==> src/rtl/bomber_pkg.sv <==
// Shared definitions for the key command decoder: HID keycodes, direction
// encoding and the per-player repeat FSM states.
package bomber_pkg;

  localparam logic [7:0] KEY_W     = 8'h1A;
  localparam logic [7:0] KEY_S     = 8'h16;
  localparam logic [7:0] KEY_A     = 8'h04;
  localparam logic [7:0] KEY_D     = 8'h07;
  localparam logic [7:0] KEY_SPACE = 8'h2C;
  localparam logic [7:0] KEY_UP    = 8'h52;
  localparam logic [7:0] KEY_DOWN  = 8'h51;
  localparam logic [7:0] KEY_LEFT  = 8'h50;
  localparam logic [7:0] KEY_RIGHT = 8'h4F;
  localparam logic [7:0] KEY_ENTER = 8'h28;
  localparam logic [7:0] KEY_R     = 8'h15;

  typedef enum logic [1:0] {UP = 2'd0, DOWN = 2'd1, LEFT = 2'd2, RIGHT = 2'd3} dir_t;

  typedef enum logic [1:0] {IDLE = 2'd0, DELAY = 2'd1, REPEAT = 2'd2} rpt_state_t;

  // A code in both slots still reads as a single held key.
  function automatic logic key_held(input logic [15:0] kc, input logic [7:0] code);
    return (kc[7:0] == code) || (kc[15:8] == code);
  endfunction

endpackage

==> src/rtl/key_repeat.sv <==
// One player's direction handling: priority encoder, IDLE/DELAY/REPEAT
// auto-repeat FSM and a saturating frame counter. Move and dir are registered.
module key_repeat
  import bomber_pkg::*;
#(
  parameter int REPEAT_DELAY  = 8,
  parameter int REPEAT_PERIOD = 4
) (
  input  logic       clk,
  input  logic       rst_n,
  input  logic       up,
  input  logic       down,
  input  logic       left,
  input  logic       right,
  output logic       move,
  output logic [1:0] dir,
  output logic [1:0] state
);

  localparam int CNT_MAX = (REPEAT_DELAY > REPEAT_PERIOD) ? REPEAT_DELAY : REPEAT_PERIOD;
  localparam int CW      = (CNT_MAX > 1) ? $clog2(CNT_MAX + 1) : 1;
  localparam logic [CW-1:0] DLY_LAST = CW'(REPEAT_DELAY - 1);
  localparam logic [CW-1:0] PER_LAST = CW'(REPEAT_PERIOD - 1);

  rpt_state_t    state_q, state_d;
  logic [CW-1:0] cnt_q, cnt_d, cnt_inc;
  logic          move_q, move_d;
  dir_t          dir_q, dir_d;
  dir_t          eff_dir;
  logic          any_dir;

  always_comb begin
    any_dir = up | down | left | right;
    eff_dir = RIGHT;
    if (up)        eff_dir = UP;
    else if (down) eff_dir = DOWN;
    else if (left) eff_dir = LEFT;
  end

  // Counter saturates so a stuck count can never alias onto a pulse value.
  assign cnt_inc = (cnt_q == '1) ? cnt_q : cnt_q + 1'b1;

  always_comb begin
    state_d = state_q;
    cnt_d   = cnt_q;
    move_d  = 1'b0;
    dir_d   = dir_q;
    if (!any_dir) begin
      state_d = IDLE;
      cnt_d   = '0;
    end else begin
      case (state_q)
        IDLE: begin
          move_d  = 1'b1;
          dir_d   = eff_dir;
          cnt_d   = '0;
          state_d = DELAY;
        end
        DELAY, REPEAT: begin
          if (eff_dir != dir_q) begin
            move_d  = 1'b1;
            dir_d   = eff_dir;
            cnt_d   = '0;
            state_d = DELAY;
          end else if (cnt_q == ((state_q == DELAY) ? DLY_LAST : PER_LAST)) begin
            move_d  = 1'b1;
            cnt_d   = '0;
            state_d = REPEAT;
          end else begin
            cnt_d = cnt_inc;
          end
        end
        default: begin
          state_d = IDLE;
          cnt_d   = '0;
        end
      endcase
    end
  end

  always_ff @(posedge clk or negedge rst_n) begin
    if (!rst_n) begin
      state_q <= IDLE;
      cnt_q   <= '0;
      move_q  <= 1'b0;
      dir_q   <= UP;
    end else begin
      state_q <= state_d;
      cnt_q   <= cnt_d;
      move_q  <= move_d;
      dir_q   <= dir_d;
    end
  end

  assign move  = move_q;
  assign dir   = dir_q;
  assign state = state_q;

endmodule

==> src/rtl/key_command_decoder.sv <==
// Decodes two USB HID key slots into per-frame game commands for two players
// plus a start pulse. Bomb and start fire once per press; moves auto-repeat.
module key_command_decoder
  import bomber_pkg::*;
#(
  parameter int REPEAT_DELAY  = 8,
  parameter int REPEAT_PERIOD = 4
) (
  input  logic        Frame_Clk,
  input  logic        Reset_N,
  input  logic [15:0] Keycode,
  output logic        Move_1,
  output logic [1:0]  Dir_1,
  output logic        Bomb_1,
  output logic        Move_2,
  output logic [1:0]  Dir_2,
  output logic        Bomb_2,
  output logic        Start,
  output logic [1:0]  Fsm_State_1,
  output logic [1:0]  Fsm_State_2
);

  // [0] P1 bomb, [1] P2 bomb, [2] start
  logic [2:0] held_d, held_q;

  assign held_d = {key_held(Keycode, KEY_R),
                   key_held(Keycode, KEY_ENTER),
                   key_held(Keycode, KEY_SPACE)};

  // History clears on reset, so a key held through reset counts as a new press.
  always_ff @(posedge Frame_Clk or negedge Reset_N) begin
    if (!Reset_N) begin
      held_q <= '0;
      Bomb_1 <= 1'b0;
      Bomb_2 <= 1'b0;
      Start  <= 1'b0;
    end else begin
      held_q <= held_d;
      Bomb_1 <= held_d[0] & ~held_q[0];
      Bomb_2 <= held_d[1] & ~held_q[1];
      Start  <= held_d[2] & ~held_q[2];
    end
  end

  key_repeat #(
    .REPEAT_DELAY  (REPEAT_DELAY),
    .REPEAT_PERIOD (REPEAT_PERIOD)
  ) u_p1 (
    .clk   (Frame_Clk),
    .rst_n (Reset_N),
    .up    (key_held(Keycode, KEY_W)),
    .down  (key_held(Keycode, KEY_S)),
    .left  (key_held(Keycode, KEY_A)),
    .right (key_held(Keycode, KEY_D)),
    .move  (Move_1),
    .dir   (Dir_1),
    .state (Fsm_State_1)
  );

  key_repeat #(
    .REPEAT_DELAY  (REPEAT_DELAY),
    .REPEAT_PERIOD (REPEAT_PERIOD)
  ) u_p2 (
    .clk   (Frame_Clk),
    .rst_n (Reset_N),
    .up    (key_held(Keycode, KEY_UP)),
    .down  (key_held(Keycode, KEY_DOWN)),
    .left  (key_held(Keycode, KEY_LEFT)),
    .right (key_held(Keycode, KEY_RIGHT)),
    .move  (Move_2),
    .dir   (Dir_2),
    .state (Fsm_State_2)
  );

endmodule

==> config.mk <==
export PLATFORM = sky130hd
export DESIGN_NAME = key_command_decoder
export DESIGN_NICKNAME = d
export VERILOG_FILES = /design/src/rtl/bomber_pkg.sv /design/src/rtl/key_repeat.sv /design/src/rtl/key_command_decoder.sv
export SDC_FILE = /design/constraint.sdc
export NUM_CORES = 1
export LEC_CHECK = 0
export ABC_CLOCK_PERIOD_IN_PS = 2000
export CELL_PAD_IN_SITES_DETAIL_PLACEMENT = 1
export CELL_PAD_IN_SITES_GLOBAL_PLACEMENT = 2
export CORE_MARGIN = 2
export CORE_UTILIZATION = 31
export DETAILED_ROUTE_END_ITERATION = 7
export HOLD_SLACK_MARGIN = 0.02
export PLACE_DENSITY_LB_ADDON = 0.12
export SETUP_SLACK_MARGIN = 0.15
export SLEW_MARGIN = 40
export SYNTH_ARGS = -nofsm -noshare
export SYNTH_HDL_FRONTEND = slang
export SYNTH_SLANG_ARGS = --single-unit
==> constraint.sdc <==
create_clock -name Frame_Clk -period 2 [get_ports Frame_Clk]
set_input_delay 0.4 -clock Frame_Clk [delete_from_list [all_inputs] [get_ports Frame_Clk]]
set_output_delay 0.4 -clock Frame_Clk [all_outputs]
set_load 0.02 [all_outputs]
==> metrics.txt <==
drt total wl=5660 um; power per cell area=522 nW/um^2; residual overflow from global routing=0; Final #Nets=slightly below 300; Slew @ Worst Pin=0.430 ns; share of post-route cells with drive strength above 1=41.4%; placed cell areas=2420 um^2; GRT Resource Usage Total=19.8%; DR DRC count=0; first-pass GRT wire length=roughly 9400 um; Post-Synthesis Cells=between 150 and 200; post-layout utilization of the core=between 50% and 60%; drt via density=5.18; FF-to-FF Start=u_p2.state[0]$_DFFE_PN0P_; 1st-iter DRT viols=39; # diodes=0; max incr delay on CP=0.53 ns; Rows=26; Area growth syn-to-layout=67.1%; Tcrit/Tclk final=108%; Cell Area, Synth=between 1500 and 2000 um^2; hold_sp=held_q[0]$_DFF_PN0_; worst setup path endpoint=u_p2.state[0]$_DFFE_PN0P_; reg2reg path depth=6; CP Max Fanout=3; violated checks=setup timing; placed cells=322; f_max=463 MHz; minimum clock period=2.16 ns; starting density of the core=32.3%; crit path DAT=~2.3 ns; Initial DRT Pass Iterations=4; CTS buffer count=3; Max Root-Sink Buffers=2; r2r endpoint=u_p2.dir[0]$_DFFE_PN0P_; Filler cells=612; CTS tree=yes; I/O Pins=31; Design Area, Final=2770 um^2; Die H=77.2 um; maxcap violations=0; ys async rst share=100%; critical path endpoint category=flop; Yosys reg bits=24; clk sinks=24; worst hold path type=flop to flop; mean routed wirelength per cell=about 17 um; DRT antenna net count=0; Rel. slew slack=about 70%; IO buf count=30; Multi-input gate area=1310 um^2; worst slack, placed=-0.808 ns; Post-Layout Cell Count=333; critical path depth=9; max-slew violation count=0; Placer Congestion=around 0.8; CP required=between 2 and 2.5 ns; sequential fraction of the synthesis area=36.2%; Die X=around 77 um; Final WS setup=-0.162 ns; Crit Path Class=primary input to flop; via count=approximately 1,700; delay-heaviest family, CP=simple AND/OR/NAND/NOR gates; Final Hold Vio Count=0; Worst path slowest cell=or4b_4; worst-skew pair later-pin latency=0.27 ns; worst reg2reg setup slack=0.19 ns; Cell Chain, Critical Path=buf_6 > or4b_4 > or3_4 > o22ai_4 > or3_4 > buf_6 > o2111ai_4 > o211ai_1 > o311ai_2; CTS Root Cell=clkbuf_8; YS warnings=0; Mapped Avg Cell Area=9.12 um^2; die area=between 5000 and 6000 um^2; Synth cell types=52; Core Box Area=slightly above 5000 um^2; Setup crit start=Keycode[13]; vias in the first global route=1,939; status=complete, but fails checks; largest net degree at the start of global routing=25; Setup-failing EPs final=8; Startpoint Class=primary input; post-synth net total=208; Reg clk slew, reported paths=0.09 ns; leakage=1.17 nW; clock skew=around 0.0067 ns; register area=~600 um^2; CTS H-tree lvls=1; number of synthesized flops with an enable pin=0; VDD IR max=238 uV; RSZ-0062 raised after global routing=yes; antenna violations before repair=0; half-perimeter wire length after placement=between 4000 and 5000 um; setup tns final=-0.673 ns; predominant post-synthesis flop cell=dfrtp_1; CP Buf/Inv Count=2
## worst min-delay path by stage
stage / endpoint / slack (ns) / cells after the start
after detailed placement: Start$_DFF_PN0_ / 0.38 / 1
after global placement: Start$_DFF_PN0_ / 0.38 / 1
after CTS: Bomb_1$_DFF_PN0_ / 0.41 / 1
after global routing: Bomb_2$_DFF_PN0_ / 0.43 / 1
after floorplan: Bomb_1$_DFF_PN0_ / 0.10 / 0
final: Bomb_1$_DFF_PN0_ / 0.41 / 1
## cells in the final DEF, fill, tap and decap left out, types with 3 or more instances in the layout
cell type        instances
buf_4                   39
dfrtp_1                 24
nor2_1                  16
clkdlybuf4s50_1         14
buf_6                   12
inv_1                   11
nor2b_1                  9
ha_1                     8
nand3_1                  6
nor3_1                   5
nand2_1                  5
a21oi_1                  5
buf_2                    5
nand4_1                  4
and3_1                   4
o21ai_0                  4
dlygate4sd2_1            4
clkbuf_2                 4
o22ai_1                  3
nand2b_1                 3
nand3_4                  3
xnor2_1                  3
nor4_2                   3
mux2i_1                  3
clkbuf_8                 3
## metrics by stage
stage	hold slack, ns	power (mW)
floorplan	0.104	0.736
global placement	0.384	0.951
detailed placement	0.384	0.970
CTS	0.409	1.44
global route	0.428	1.52
finish	0.406	1.45
## worst register-to-register path: cells and delay by family (launching register included)
kind / cells / cell delay [ns]
AND/OR/NAND/NOR: 1 / 0.10
AO/OA/AOI/OAI: 2 / 0.38
multiplexers: 1 / 0.30
flip-flops: 1 / 0.41
adder cells (fa/ha/maj): 1 / 0.41
buffers and inverters: 1 / 0.09
## area by class of cell
class / instances / area share, %
multi-input combinational: 145 / 47.2
timing repair buffer: 79 / 23.9
sequential: 24 / 21.7
tap: 70 / 3.16
clock buffer: 3 / 1.49
inverter: 11 / 1.49
clock inverter: 1 / 1.08
## what timing repair did
item / 4_1_cts / 5_1_grt
buffers inserted: 5 / 2
pin swaps: 23 / 25
hold endpoints to repair: 0 / 0
hold buffers: 0 / 0
endpoints found under the setup margin: 20 / 16
resized for setup: 81 / 21
## Yosys cell counts, drive strengths merged (2+ instances only)
cell	count	share of area [%]
o2111ai	2	2.1
nand3	9	3.0
nand4bb	2	1.4
nor3	8	2.4
mux2	2	1.6
and3b	2	1.1
dfrtp	24	36
ha	8	6.0
o21ai	6	2.0
nor4	5	1.9
and3	4	1.5
nand4b	2	1.1
clkbuf	2	0.45
inv	11	2.5
o21a	2	0.90
xnor2	3	1.6
mux2i	3	1.8
nor4b	5	2.6
nand2	6	1.4
nor2b	11	4.1
o22ai	4	1.5
a2bb2oi	2	1.1
or2	4	1.5
or3	2	0.83
nand4	4	1.5
nor2	18	4.1
a21oi	8	2.4
xor2	2	1.1
o211ai	2	0.90
nand2b	4	1.5
## per-layer routing
layer  GRT usage (%)  share of wire (%)  vias up
met3            1.53                1.8       13
met5               0                  0        -
met2            37.7                 54       29
met1            23.0                 42      846
li1                -                  -      838
met4            6.96                2.6        0
## kinds of logic (layout without fill, tap and decap cells)
logic type | after synthesis | count (layout) | synth area share (%)
adders and majority gates | 8 | 8 | 6.03
muxes | 5 | 5 | 3.39
xor gates and xnor gates | 5 | 5 | 2.64
buffers and inverters | 13 | 94 | 2.94
DFF | 24 | 24 | 36.2
and+or+nand+nor | 90 | 90 | 32.0
AOI/OAI and AO/OA | 37 | 37 | 16.8
## where the power goes
part | leakage, nW | total [mW] | switching [mW] | internal [mW]
Clock | 0.0357 | 0.429 | 0.161 | 0.268
Combinational | 0.810 | 0.461 | 0.212 | 0.249
Sequential | 0.324 | 0.557 | 0.0436 | 0.514
## sequential cells by signal, indices dropped and copies added, names as in the netlist
signal and cells:
Bomb_2 1, Start 1, u_p2.move 1, u_p1.cnt_q 4, u_p1.state 2, u_p2.dir 2
u_p1.move 1, u_p2.cnt_q 4, u_p1.dir 2, u_p2.state 2, Bomb_1 1, held_q 3
No activity file was read; power rests on OpenSTA's default activity.
